===== src/rtl/phase_scan_ctrl.sv =====
// Phase-search scan sequencer: loads the step coefficient, triggers the angle generator,
// steps through SEARCH_TIMES sweeps and keeps the sweep with the largest FFT magnitude.
module phase_scan_ctrl #(
    parameter int SEARCH_TIMES = 3600,
    parameter int CNT_W        = 12,
    parameter int MAG_W        = 32,
    parameter int TIMEOUT      = 65535
) (
    input  logic             clk,
    input  logic             rst_n,
    input  logic             start,
    input  logic             abort,
    input  logic [18:0]      cfg_coef,
    input  logic [8:0]       cfg_cap_num,
    output logic [18:0]      valid_coef,
    output logic             coef_valid,
    output logic             trig_search,
    output logic [8:0]       cap_data_number,
    input  logic             angle_valid,
    input  logic             fft_end,
    input  logic [MAG_W-1:0] fft_mag,
    output logic             busy,
    output logic             done,
    output logic [1:0]       err,
    output logic [CNT_W-1:0] sweep_idx,
    output logic [CNT_W-1:0] best_idx,
    output logic [MAG_W-1:0] best_mag
);

    localparam int WD_W = $clog2(TIMEOUT + 1);
    localparam logic [WD_W-1:0]  WD_LIMIT   = WD_W'(TIMEOUT - 1);
    localparam logic [WD_W-1:0]  WD_ONE     = WD_W'(1);
    localparam logic [CNT_W-1:0] LAST_SWEEP = CNT_W'(SEARCH_TIMES - 1);
    localparam logic [CNT_W-1:0] SWEEP_ONE  = CNT_W'(1);
    localparam logic [8:0]       SMP_ONE    = 9'd1;

    typedef enum logic [2:0] {
        S_IDLE, S_LOAD, S_TRIG, S_CAPTURE, S_WAIT_FFT, S_DONE, S_ERR
    } state_t;

    state_t           state_q, state_d;
    logic [18:0]      coef_q, coef_d;
    logic [8:0]       cap_num_q, cap_num_d;
    logic [8:0]       smp_cnt_q, smp_cnt_d;
    logic [CNT_W-1:0] sweep_q, sweep_d;
    logic [CNT_W-1:0] best_idx_q, best_idx_d;
    logic [MAG_W-1:0] best_mag_q, best_mag_d;
    logic [1:0]       err_q, err_d;
    logic [WD_W-1:0]  wdog_q, wdog_d;

    always_ff @(posedge clk or negedge rst_n) begin
        if (!rst_n) begin
            state_q    <= S_IDLE;
            coef_q     <= '0;
            cap_num_q  <= '0;
            smp_cnt_q  <= '0;
            sweep_q    <= '0;
            best_idx_q <= '0;
            best_mag_q <= '0;
            err_q      <= '0;
            wdog_q     <= '0;
        end else begin
            state_q    <= state_d;
            coef_q     <= coef_d;
            cap_num_q  <= cap_num_d;
            smp_cnt_q  <= smp_cnt_d;
            sweep_q    <= sweep_d;
            best_idx_q <= best_idx_d;
            best_mag_q <= best_mag_d;
            err_q      <= err_d;
            wdog_q     <= wdog_d;
        end
    end

    always_comb begin
        state_d    = state_q;
        coef_d     = coef_q;
        cap_num_d  = cap_num_q;
        smp_cnt_d  = smp_cnt_q;
        sweep_d    = sweep_q;
        best_idx_d = best_idx_q;
        best_mag_d = best_mag_q;
        err_d      = err_q;
        wdog_d     = wdog_q;

        // abort overrides every other event, including an fft_end in the same cycle
        if (abort && state_q != S_IDLE) begin
            state_d = S_IDLE;
        end else begin
            case (state_q)
                S_IDLE: begin
                    if (start && cfg_cap_num != '0) begin
                        coef_d     = cfg_coef;
                        cap_num_d  = cfg_cap_num;
                        err_d      = '0;
                        best_idx_d = '0;
                        best_mag_d = '0;
                        sweep_d    = '0;
                        state_d    = S_LOAD;
                    end
                end
                S_LOAD: state_d = S_TRIG;
                S_TRIG: begin
                    smp_cnt_d = '0;
                    wdog_d    = '0;
                    state_d   = S_CAPTURE;
                end
                S_CAPTURE: begin
                    wdog_d = wdog_q + WD_ONE;
                    if (fft_end) begin
                        err_d[1] = 1'b1;
                        state_d  = S_ERR;
                    end else if (angle_valid) begin
                        wdog_d    = '0;
                        smp_cnt_d = smp_cnt_q + SMP_ONE;
                        if (smp_cnt_q + SMP_ONE == cap_num_q) begin
                            state_d = S_WAIT_FFT;
                        end
                    end else if (wdog_q == WD_LIMIT) begin
                        err_d[0] = 1'b1;
                        state_d  = S_ERR;
                    end
                end
                S_WAIT_FFT: begin
                    wdog_d = wdog_q + WD_ONE;
                    if (fft_end) begin
                        wdog_d = '0;
                        // strict compare keeps the earliest sweep on ties
                        if (sweep_q == '0 || fft_mag > best_mag_q) begin
                            best_mag_d = fft_mag;
                            best_idx_d = sweep_q;
                        end
                        if (sweep_q == LAST_SWEEP) begin
                            state_d = S_DONE;
                        end else begin
                            sweep_d   = sweep_q + SWEEP_ONE;
                            smp_cnt_d = '0;
                            state_d   = S_CAPTURE;
                        end
                    end else if (wdog_q == WD_LIMIT) begin
                        err_d[0] = 1'b1;
                        state_d  = S_ERR;
                    end
                end
                S_DONE:  state_d = S_IDLE;
                S_ERR:   state_d = S_IDLE;
                default: state_d = S_IDLE;
            endcase
        end
    end

    assign valid_coef      = coef_q;
    assign coef_valid      = (state_q == S_LOAD);
    assign trig_search     = (state_q == S_TRIG);
    assign cap_data_number = cap_num_q;
    assign busy            = (state_q != S_IDLE);
    assign done            = (state_q == S_DONE);
    assign err             = err_q;
    assign sweep_idx       = sweep_q;
    assign best_idx        = best_idx_q;
    assign best_mag        = best_mag_q;

endmodule


===== config.mk =====
export PLATFORM = sky130hd
export DESIGN_NAME = phase_scan_ctrl
export DESIGN_NICKNAME = d
export VERILOG_FILES = /design/src/rtl/phase_scan_ctrl.sv
export SDC_FILE = /design/constraint.sdc
export NUM_CORES = 1
export LEC_CHECK = 0
export CORE_UTILIZATION = 53
export CTS_BUF_LIST = sky130_fd_sc_hd__clkbuf_4 sky130_fd_sc_hd__clkbuf_8 sky130_fd_sc_hd__clkbuf_16
export DETAILED_ROUTE_END_ITERATION = 8
export PLACE_DENSITY_LB_ADDON = 0.3
export SYNTH_ARGS = -nofsm -noshare
export SYNTH_HDL_FRONTEND = slang
export SYNTH_SLANG_ARGS = --single-unit

===== constraint.sdc =====
create_clock -name clk -period 7.5 [get_ports clk]
set_input_delay 0.75 -clock clk [delete_from_list [all_inputs] [get_ports clk]]
set_output_delay 0.75 -clock clk [all_outputs]
set_load 0.01 [all_outputs]

# Word-level counts from Yosys, hierarchy flattened
# Index checks and enable logic that the tools add are counted.
op_classes:
  add_sub_neg: 3
  n_lt_le_gt_ge: 1
  n_eq_ne: 19
  n_mux: 37
  bitwise: 1
  n_reduce_logical: 19
op_table:
  columns: ["op", "n"]
  rows:
  - ["two-way mux 32 bit", 3]
  - ["case mux 32 bit (2 select lines)", 1]
  - ["two-way mux 12 bit", 5]
  - ["two-way mux 16 bit", 3]
  - ["case mux 12 bit (2 select lines)", 2]
  - ["case mux 16 bit (3 select lines)", 1]
  - ["two-way mux 9 bit", 4]
  - ["> comparator 32 bit", 1]
  - ["case mux 9 bit (3 select lines)", 1]
  - ["two-way mux 3 bit", 8]
  - ["inequality test 2 bit (second input constant)", 9]
  - ["adder 16 x 1 -> 16 bit (second input constant)", 1]
  - ["== test 16 bit (second input constant)", 1]
  - ["case mux 3 bit (5 select lines)", 1]
  - ["adder 12 x 1 -> 12 bit (second input constant)", 1]
  - ["== test 12 bit (second input constant)", 1]
  - ["zero test 12 bit", 1]
  - ["AND reduction 6 bit", 2]
  - ["AND reduction 5 bit", 2]
  - ["adder 9 x 1 -> 9 bit (second input constant)", 1]
  - ["== test 9 bit", 1]
  - ["nonzero test 3 bit", 3]
  - ["nonzero test 9 bit", 1]
  - ["== test 3 x 2 -> 1 bit (second input constant)", 2]
  - ["other kinds (16)", 24]
word_totals:
  reg_bits: 114
  in_bits: 66
  output_inout_bits: 90
  word_cells: 90

# Longest topological paths before layout
depth:
  depth_word: 7
  mapped_depth: 11
  ltp_nobuf: 9

# Worst setup path before layout
# No wires, ideal clock.
synth_timing:
  path_type: "input port to flip-flop"
  from: "input fft_mag[30]"
  to: "register best_idx_q[2] (netlist: best_idx[2])"
  setup_ns: 0.121
  t_arrival_ns: 2.623
  slack_ns: 4.756
  stages: 9
  n_path_buf: 2
  cell_sequence: "ha_1 > nand4_2 > or4_4 > a31oi_2 > o21bai_2 > a21o_1 > buf_6 > buf_6 > a22o_1"
synth_between:
  elab_chain_cells: 4
synth_lines:
  columns: ["element", "line_no", "rtl"]
  rows:
  - ["start, declared", "21", "input logic [MAG_W-1:0] fft_mag,"]
  - ["> comparator 32 bit", "129", "if (sweep_q == '0 || fft_mag > best_mag_q) begin"]
  - ["logical OR 1 bit", "129", null]
  - ["inequality test 2 bit (no source line)", null, null]
  - ["AND reduction 5 bit (no source line)", null, null]
  - ["end signal, assigned", "68", "best_idx_q <= best_idx_d;"]
  - ["end, declared", "46", "logic [CNT_W-1:0] best_idx_q, best_idx_d;"]
# Every way passes these cells.
# A chain may end at the register's enable or synchronous reset.

# Worst setup path after layout
layout_timing:
  from: "input fft_mag[27]"
  to: "register best_mag_q[19] (netlist: best_mag[19])"
layout_between:
  elab_chain_cells: 4
layout_lines:
  columns: ["element", "line_no", "rtl"]
  rows:
  - ["> comparator 32 bit", "129", null]
  - ["logical OR 1 bit", "129", null]
  - ["inequality test 2 bit (no source line)", null, null]
  - ["AND reduction 5 bit (no source line)", null, null]
  - ["end signal, assigned", "69", "best_mag_q <= best_mag_d;"]
  - ["end, declared", "47", "logic [MAG_W-1:0] best_mag_q, best_mag_d;"]
# Every way passes these cells.

==> metrics.cfg <==
[grt]
grt_pass1_wl_um = 25800
antenna_found_initial = 0
grt_usage_pct = 28.3
grt_start_max_net_pins = 65
grt_pass1_vias = 5401
grt_overflow = 0

[finish]
diodes = 0
layout-drive-gt1-share_pct = 5.49
fin_util_pct = 75.0
areaGrowthSynthToFinish_pct = 36.5
num-fill-cells = 794
final-instance-count-excl-fill = 942
final_nets = 892

[worst_hold_path]
hold_class = in2async

[clock_network]
cts_root_buf = clkbuf_16
h-tree-depth = 4
clk_latency_ps = 420
cts_resized = 0
post_cts_buffers = 0
tritoncts = done
clk_pin_slew_worst_paths_ps = 50
clock_sinks = 114
cts_buffers = 17
cts.path.max_buffers = 2
hold_buffers = 0

[floorplan]
start_util_pct = 55.0
dieArea_um2 = 11800
fp.coreArea_um2 = 10900
io_pins = 156
die_h_um = 109
rows = 38
die_w_um = 109

[synth]
yosysUniqueCellTypes = 51
ys_ff_latch = 114
yosysTopAreaCellShare_pct = 47.5
synth_fp_nets = 744
syn-cell-area_um2 = 6010
synth_top_area_cell = dfrtp_1
ys.flop_type = dfrtp_1
yosysWarnings = 0
synth_area_leaders = dfrtp_1 47%, ha_1 7.7%, nand2_1 7.1%
synth_edf_count = 0
syn_avg_cell_area_um2 = 9.38
synth-seq-area-share_pct = 47.5
async_flop_share_pct = 100
synthCells = 641

[timing]
timing.setup.tns_ps = 0
worstMarginPinSlew_ps = 1110
final_max_slew_viol_count = 0
slew_headroom_pct = 26.0
final.period_utilization_pct = 47.8
rsz0062_at_grt = false
worst_hold_slack_ps = 429
fmax_mhz = 279
setup_viol = 0
skew_ps = 14.5
hold_viol = 0
fin_crit_ps = 3580

[setup_path]
critPathSlowestCell = or4_4
reg2reg_slack_ps = 4310
cp_slowest_stage_delay_ps = 580
critPathMaxFanout = 25
critical_path_class = in2reg
worstPathCellList = clkdlybuf4s50_1 -> ha_1 -> nand4_1 -> or4_4 -> nor4_1 -> o21bai_2 -> a21o_1 -> buf_4 -> a22o_1
critPathLaunchType = primary input
worstPathRequired_ps = 7840
arrival_ps = 3930
endpoint_kind = flip-flop

[drt]
dr.pass1.iters = 6
post_drt_wl_per_cell_um = 16.7
drtIter0Drc = 462
vias = 5517
routed_via_density = 5.86
wl_um = 15800
drc = 0
ant_nets = 0

[power_and_ir_drop]
ir_worst_vdd_uv = 233
leakagePower_nw = 3.61
power.density_nw_per_um2 = 271
finalPower_mw = 2.22

[place]
post-dp-hpwl_um = 11100
io_buffers = 155
gp_congestion = 0.878
placed_cells = 910

[job]
max_cap_violations = 0

[status]
status = finished clean

-- cells in the final DEF (no fill, tap or decap), types with 6 or more instances in the layout --
cell	count
clkdlybuf4s50_1	154
nand2_1	114
dfrtp_1	114
a22o_1	46
o21ai_0	41
inv_1	40
nor2_1	38
ha_1	37
a21oi_1	24
nand3_1	20
nand4_1	18
clkbuf_16	17
xor2_1	15
nor3_1	10
and3_1	9
a31oi_1	8
nor2b_1	8
xnor2_1	8
o31ai_1	7
clkbuf_8	6
-- critical path: cells and delay by family --
family | cells | cell delay (ps)
AOI/OAI and AO/OA | 3 | 960
adders and majority gates | 1 | 340
buffers and inverters | 2 | 840
and+or+nand+nor | 3 | 1000
-- report_power, final --
part | switching (mW) | internal, mW | total (mW)
Sequential | 0.0897 | 0.709 | 0.799
Clock | 0.268 | 0.524 | 0.793
Combinational | 0.334 | 0.297 | 0.631
-- metrics by stage --
step	setup WS, ps	cell area, µm²
final	3920	8200
after global routing	3760	8200
after CTS	3930	8200
after detailed placement	3530	7610
after global placement	3710	7610
after floorplan	4760	6010
-- flip-flops by register name, indices dropped and copies added, names as in the netlist --
name             cells
best_idx            12
wdog_q              16
sweep_idx           12
cap_data_number      9
state_q              3
best_mag            32
err                  2
valid_coef          19
smp_cnt_q            9
-- kinds of logic after synthesis --
kind of cell,after synthesis,share of synthesized area [%]
AO/OA/AOI/OAI,154,17.6
XOR/XNOR,23,3.35
AND/OR/NAND/NOR,242,18.6
buffers and inverters,70,5.14
flip-flops,114,47.5
multiplexers,1,0.166
adder cells (fa/ha/maj),37,7.70
-- metal layers --
metal	GRT usage, %	up-vias	wire length [µm]
li1	-	2573	-
met1	36.6	2678	6730
met2	44.8	239	7540
met3	7.41	27	1240
met4	12.0	0	262
met5	0	-	0
-- cells in the mapped netlist (all sizes together) (3+ instances only) --
library cell,instances
dfrtp,114
o31ai,7
a21oi,25
a22o,46
xor2,15
nor4,5
and3,9
nor2,38
xnor2,8
inv,40
clkbuf,17
a31oi,9
o21ai,45
and2,3
nand4,19
nor2b,9
nor3,10
ha,37
buf,13
o41ai,3
nand2b,5
nand3,20
nand2,114
a21o,4
-- worst paths after layout --
kind	startpoint	end	depth (start not counted)
min	rst_n	best_mag[5]	1
max	fft_mag[27]	best_mag[19]	9
max reg2reg	best_mag[27]	best_mag[19]	9
max in group asynchronous	rst_n	wdog_q[9]	2
min in group clk	valid_coef[17]	valid_coef[17]	2
min reg2reg	valid_coef[17]	valid_coef[17]	2
-- layout make-up --
cell class	count	area, µm²	share of cell area, %
repair buffers	159	1580	19.2
inverters	40	150	1.83
well taps	140	175	2.14
flip-flops and latches	114	2850	34.8
clock inverters	4	45.0	0.549
clock buffers	28	546	6.65
multi-input cells	457	2860	34.8
(Power assumes the default switching activity.)
